<file path="config.mk">
export PLATFORM = sky130hd
export DESIGN_NAME = cmm_errman_cor_cnt
export DESIGN_NICKNAME = d
export VERILOG_FILES = /design/src/rtl/cmm_errman_cor_cnt.sv
export SDC_FILE = /design/constraint.sdc
export NUM_CORES = 1
export LEC_CHECK = 0
export ABC_AREA = 1
export CAP_MARGIN = 20
export CORE_UTILIZATION = 50
export CTS_BUF_LIST = sky130_fd_sc_hd__clkbuf_4 sky130_fd_sc_hd__clkbuf_8
export CTS_CLUSTER_DIAMETER = 50
export DETAILED_ROUTE_END_ITERATION = 10
export GPL_TIMING_DRIVEN = 0
export PLACE_DENSITY_LB_ADDON = 0.2
export SETUP_SLACK_MARGIN = 0.15
export SLEW_MARGIN = 20
export SYNTH_ARGS = -nofsm -noshare
export SYNTH_HDL_FRONTEND = slang
export SYNTH_SLANG_ARGS = --single-unit
</file>
<file path="constraint.sdc">
create_clock -name clk -period 2.8 [get_ports clk]
set_input_delay 0.56 -clock clk [delete_from_list [all_inputs] [get_ports clk]]
set_output_delay 0.56 -clock clk [all_outputs]
set_load 0.005 [all_outputs]
</file>
<file path="src/rtl/cmm_errman_cor_cnt.sv">
// Correctable-error outstanding counter with ERR_COR request/grant handshake.
// Accumulates upstream deltas into a saturating count; each grant returns one decr_cor pulse.
module cmm_errman_cor_cnt #(
  parameter int unsigned CNT_W   = 8,
  parameter int unsigned DEC_LAT = 1
) (
  input  logic             clk,
  input  logic             rst_n,
  input  logic [2:0]       cor_num,
  input  logic             inc_dec_b,
  input  logic             reg_decr_cor,
  input  logic             cor_ack,
  output logic             cor_req,
  output logic             decr_cor,
  output logic [CNT_W-1:0] cor_cnt,
  output logic             cor_sat
);

  localparam int unsigned SUM_W  = CNT_W + 2;
  localparam int unsigned WAIT_W = 3;

  localparam logic signed [SUM_W-1:0] CNT_MAX = {2'b00, {CNT_W{1'b1}}};

  typedef enum logic [1:0] {
    IDLE = 2'd0,
    REQ  = 2'd1,
    DEC  = 2'd2,
    WAIT = 2'd3
  } state_e;

  state_e             state_q, state_d;
  logic [WAIT_W-1:0]  wait_q, wait_d;
  logic [CNT_W-1:0]   cnt_q, cnt_d;
  logic               sat_q, sat_d;
  logic               req_q, req_d;
  logic               dec_q, dec_d;

  logic signed [SUM_W-1:0] delta;
  logic signed [SUM_W-1:0] sum;

  // Signed delta and clamped count update
  always_comb begin
    delta = '0;
    sum   = '0;
    cnt_d = cnt_q;
    sat_d = sat_q;
    if (inc_dec_b) begin
      delta = $signed(SUM_W'(cor_num)) - $signed(SUM_W'(reg_decr_cor));
    end else begin
      delta = -$signed(SUM_W'(cor_num));
    end
    sum = $signed({2'b00, cnt_q}) + delta;
    if (sum < 0) begin
      cnt_d = '0;
    end else if (sum > CNT_MAX) begin
      cnt_d = {CNT_W{1'b1}};
      sat_d = 1'b1;
    end else begin
      cnt_d = sum[CNT_W-1:0];
    end
  end

  // Request/grant sequencing; WAIT covers the upstream echo latency
  always_comb begin
    state_d = state_q;
    wait_d  = wait_q;
    req_d   = 1'b0;
    dec_d   = 1'b0;
    unique case (state_q)
      IDLE: begin
        if (cnt_q != '0) begin
          state_d = REQ;
          req_d   = 1'b1;
        end
      end
      REQ: begin
        if (cor_ack) begin
          state_d = DEC;
          dec_d   = 1'b1;
        end else begin
          req_d = 1'b1;
        end
      end
      DEC: begin
        state_d = WAIT;
        wait_d  = WAIT_W'(DEC_LAT);
      end
      WAIT: begin
        wait_d = wait_q - WAIT_W'(1);
        if (wait_q <= WAIT_W'(1)) begin
          state_d = IDLE;
        end
      end
      default: state_d = IDLE;
    endcase
  end

  always_ff @(posedge clk) begin
    if (!rst_n) begin
      state_q <= IDLE;
      wait_q  <= '0;
      cnt_q   <= '0;
      sat_q   <= 1'b0;
      req_q   <= 1'b0;
      dec_q   <= 1'b0;
    end else begin
      state_q <= state_d;
      wait_q  <= wait_d;
      cnt_q   <= cnt_d;
      sat_q   <= sat_d;
      req_q   <= req_d;
      dec_q   <= dec_d;
    end
  end

  assign cor_req  = req_q;
  assign decr_cor = dec_q;
  assign cor_cnt  = cnt_q;
  assign cor_sat  = sat_q;

endmodule
</file>
* After elaboration in Yosys (flattened, before gate mapping) *
Index checks and enable logic that the tools add are counted.

operators by class
  add/subtract/negate cells = 4
  magnitude comparators = 3
  equality and inequality tests = 6
  muxes and demuxes = 11
  bitwise gates (word level) = 2
  reduce and logical (&&, ||, !) cells = 7

operator list
  cell                                                  number
  adder 9 x 10 -> 10 bit                                1
  > comparator 10 x 9 -> 1 bit (second input constant)  1
  < comparator 10 x 1 -> 1 bit (second input constant)  1
  two-way mux 10 bit                                    1
  negator 3 -> 10 bit                                   1
  two-way mux 8 bit                                     1
  one-hot mux 2 bit (4 select lines)                    1
  nonzero test 8 bit                                    1
  two-way mux 2 bit                                     3
  inequality test 2 bit (second input constant)         3
  one-hot mux 3 bit (2 select lines)                    1
  == test 2 bit (second input constant)                 2
  AND reduction 2 bit                                   2
  subtractor 3 x 1 -> 4 bit                             1
  <= comparator 3 x 1 -> 1 bit (second input constant)  1
  two-way mux 1 bit                                     3
  AND reduction 3 bit                                   1
  subtractor 3 x 1 -> 3 bit (second input constant)     1
  == test 2 x 1 -> 1 bit (second input constant)        1
  zero test 2 bit                                       1
  NOT 1 bit                                             2
  one-hot mux 1 bit (2 select lines)                    1
  nonzero test 2 bit                                    1
  OR reduction 2 bit                                    1

storage, ports and cells
  register bits = 16
  input bits = 8
  output and inout port bits = 11
  logic and storage cells = 39

* Depth between registers and ports, before layout *
  word-level depth = 6
  depth in mapped cells = 17
  mapped depth without buffers = 17

* Worst setup path after synthesis *
No wires, ideal clock.

  path kind = input to register
  start = input port cor_num[0]
  end = register cnt_q[3] (netlist: cor_cnt[3])
  library setup time = 116 ps
  arrival = 2451 ps
  data required time = 2684 ps
  path slack = 232 ps
  stages = 14
  path buffers = 0
  cells stage by stage = inv_1 -> ha_1 -> ha_1 -> o21ai_0 -> inv_1 -> fa_1 -> inv_1 -> nand3_1 -> nand2_1 -> nand2_1 -> nand3_1 -> nand2_2 -> o211ai_1 -> inv_1

on the way
  longest elaborated chain between the ends = 5
  elaborated cells on any way between the ends = 8
  classes of those cells = 3 x add/sub; 2 x order compare; 2 x mux; 1 x reduce/logical

ends and longest elaborated chain
  what                                                                                 line    text
  start, declared                                                                      9       input logic [2:0] cor_num,
  negator 3 -> 10 bit / subtractor 3 x 1 -> 4 bit (equally long branches)              50, 48
  two-way mux 10 bit (*)                                                               47      if (inc_dec_b) begin
  adder 9 x 10 -> 10 bit (*)                                                           52      sum = $signed({2'b00, cnt_q}) + delta;
  > comparator 10 x 9 -> 1 bit / < comparator 10 x 1 -> 1 bit (equally long branches)  55, 53
  two-way mux 8 bit / OR reduction 2 bit (equally long branches)                       -
  end signal, assigned                                                                 109     cnt_q <= cnt_d;
  end, declared                                                                        33      logic [CNT_W-1:0] cnt_q, cnt_d;

Mark *: on every way between the ends. The rest lies on a longest branch, timed or not.
A chain may end at the register's enable or synchronous reset.

* Final worst setup path *
  start = input port cor_num[1]
  end = register cnt_q[6] (netlist: cor_cnt[6])

The elaborated chain is that of the path after synthesis.

==> impl_results.md <==
* Critical-path cell list: dlygate4sd2_1 > inv_2 > ha_1 > ha_1 > nand2_1 > nand2_4 > inv_4 > ha_2 > nand2_1 > inv_1 > a21oi_2 > nand2_1 > nand2_2 > nand2_4 > o211ai_1 > inv_1
* Largest net degree at the start of global routing at 11
* Die extent in y at 53.1 um
* Post-synthesis cell type count at 22
* Max incr delay on CP at 0.30 ns
* Syn avg cell area at 6.86 um^2
* Setup TNS at 0 ns
* Max clock buf depth at 2
* Crit-path max FO at 8
* Initial antenna violation count at 0
* Critical Path Start Type: input port
* Worst path top cell family by delay: adder cells
* Hold Crit Class: reg -> reg
* Initial Utilization at 52.6%
* PwrDens at 563 mW/mm^2
* Worst-Skew Late Latency at 0.28 ns
* Final ANT Viol Nets at 0
* FMAX at 0.398 GHz
* Worst hold slack at 0.483 ns
* Worst Skew at 0.000717 ns
* Die width at 53.1 um
* Post-synthesis simple-gate area fraction at 29.7%
* Synth area leader: dfxtp_1
* Setup crit start: cor_num[1]
* Register area share after synthesis at 24.6%
* Antenna Cells at 0
* Number of I/O port buffers at 18
* Cell Area, Synth at 0.00130 mm^2
* Min Clock Period, post-route at 2.51 ns
* CP Capture Type: register
* Residual DRC at 0
* Worst Hold Launch: wait_q[1]
* Largest family of logic cells by synthesized area: simple AND/OR/NAND/NOR gates
* Setup-failing EPs final at 0
* Detailed Routing Iterations Pass 1 at 6
* Total GRT Usage at 24.0%
* Post-detail-place hpwl at 2260 um
* Final Wtd Congestion at 0.806
* Share of layout cells above drive strength 1 at 28.6%
* Commonest non-fill, non-tap cell in the layout: nand2_1
* Std-Cell Rows at 18
* # nets final at 249
* Compound-gate portion of the synthesized area at 11.8%
* Most frequent cells in the layout: nand2_1, inv_1, dfxtp_1, clkdlybuf4s50_1, nor2_1
* Critical path arrival at 2.69 ns
* Post-Syn Instances at 190
* Period utilization at 89.8%
* Post-Route WL at 3140 um
* Top cells by area, synth: dfxtp_1, ha_1, nand2_1, inv_1, a21oi_1
* Crit-path slowest cell: ha_2
* CTS tree: built
* Vias at 1,301
* Initial DRC count at 31
* Setup CP Type: in -> reg
* Cts bufs inserted at 3
* Ys flop type: dfxtp_1
* Post-synth EDFFs at 0
* Fin. Hold Viols at 0
* Remaining Overflow, GRT at 0
* Sink Count at 16
* Synth Area in XOR/XNOR at 3.36%
* Max-slew headroom at 79.1%
* Slew at the pin with the worst max-slew slack at 0.312 ns
* Max-slew violation count at 0
* Reg2reg setup slack at 1.01 ns
* Leak pwr at 0.921 nW
* First-pass GRT wire length at 4910 um
* Max VDD drop at 0.657 mV
* Max Cap Viol at 0
* Avg WL per Cell at 12.6 um
* Ys async rst share at 0%
* Post-Synth Adder-Cell Area at 18.8%
* Crit path top cell by count: nand2_1
* Core Region at 0.00248 mm^2
* CTS Hold Bufs at 0
* RSZ-0062 raised after global routing: no
* Vias per cell at 5.20
* H-Tree Level Count at 1
* Synth top area share at 24.6%
* Clock tree root driver cell: clkbuf_4
* Mapped Nets at 217
* Status: finished, final reports clean
* Vias in the first global route at 1,148
* Area grow syn2layout at 38.0%
* Worst path required time at 2.98 ns
* CTS clk-pin slew, worst paths at 0.08 ns
* Top Ports at 19
* Mux cell area share after synthesis at 0%
* Die ar. at 0.00282 mm^2
* Warnings, synthesis at 0
* Buffer and inverter count on the worst path at 5
* FF+latch count, synth at 16
* Reg2reg start: cor_cnt[0]
## stage by stage
step	utilization, %	area (um^2)	total power, mW	instances	worst slack [ns]
CTS	66.6	1650	0.949	245	0.160
finish	72.6	1800	1.01	250	0.286
global route	72.6	1800	1.10	250	0.172
global placement	61.4	1520	0.773	238	-0.520
detailed placement	61.4	1520	0.791	238	-0.535
floorplan	-	1300	0.645	190	0.232
## layer usage
metal / track usage, % / part of all wire [%]
met1: 29.1 / 46
met3: 6.61 / 3.8
met2: 42.8 / 50
met4: 2.63 / 0.51
met5: 0 / 0
## where the power goes
part / leakage (nW) / switching, mW / internal [mW] / total (mW)
registers: 0.132 / 0.0444 / 0.279 / 0.323
clock network: 0.0138 / 0.0663 / 0.0499 / 0.116
logic: 0.775 / 0.305 / 0.268 / 0.573
total: 0.921 / 0.415 / 0.597 / 1.01
## repair_timing
| action | 4_1_cts | 5_1_grt |
|---|---|---|
| cloned | 0 | 0 |
| pin swaps | 14 | 13 |
| gates resized for setup | 21 | 27 |
| setup endpoints to repair | 9 | 9 |
| buffers inserted | 4 | 5 |
| endpoints found under the hold margin | 0 | 0 |
## worst register-to-register path, cell delays in order, from the launching register on
cell and delay (ns):
dfxtp_1 0.36, ha_2 0.19, inv_1 0.05, fa_2 0.34
inv_2 0.07, nand3_2 0.06, nand2_2 0.09, nand2_2 0.07
nand3_2 0.08, nand2_4 0.09, o211ai_1 0.23, inv_1 0.06
## state kept, by name, indices dropped and copies added (netlist names)
register and flops:
cor_sat 1, wait_q 3, decr_cor 1, cor_cnt 8, cor_req 1, state_q 2
## Yosys cell counts (all sizes together), types with 2 or more instances
library cell  instances
nand2                53
inv                  39
ha                   18
dfxtp                16
a21oi                14
nor2                 14
nand3                12
o21ai                 7
o211ai                6
xnor2                 3
nand4                 2
xor2                  2
## path summary, 6_finish.rpt
check | endpoint | depth (start not counted)
min reg2reg | wait_q[1] | 2
max reg2reg | cor_cnt[6] | 11
min | wait_q[1] | 2
max | cor_cnt[6] | 16
## layout make-up
| type | count | area [um^2] |
|---|---|---|
| buffer | 1 | 7.51 |
| clock buffer | 3 | 22.5 |
| fill | 195 | 678 |
| inverter | 39 | 151 |
| multi-input combinational | 134 | 1010 |
| sequential | 16 | 320 |
| tap | 30 | 37.5 |
| timing repair buffer | 27 | 249 |
## kinds of logic after synthesis
| logic type | count (synthesis) |
|---|---|
| AO/OA/AOI/OAI | 27 |
| AND/OR/NAND/NOR | 83 |
| buffers and inverters | 40 |
| flip-flops | 16 |
| adder cells (fa/ha/maj) | 19 |
| XOR/XNOR | 5 |
(Power assumes the default switching activity.)
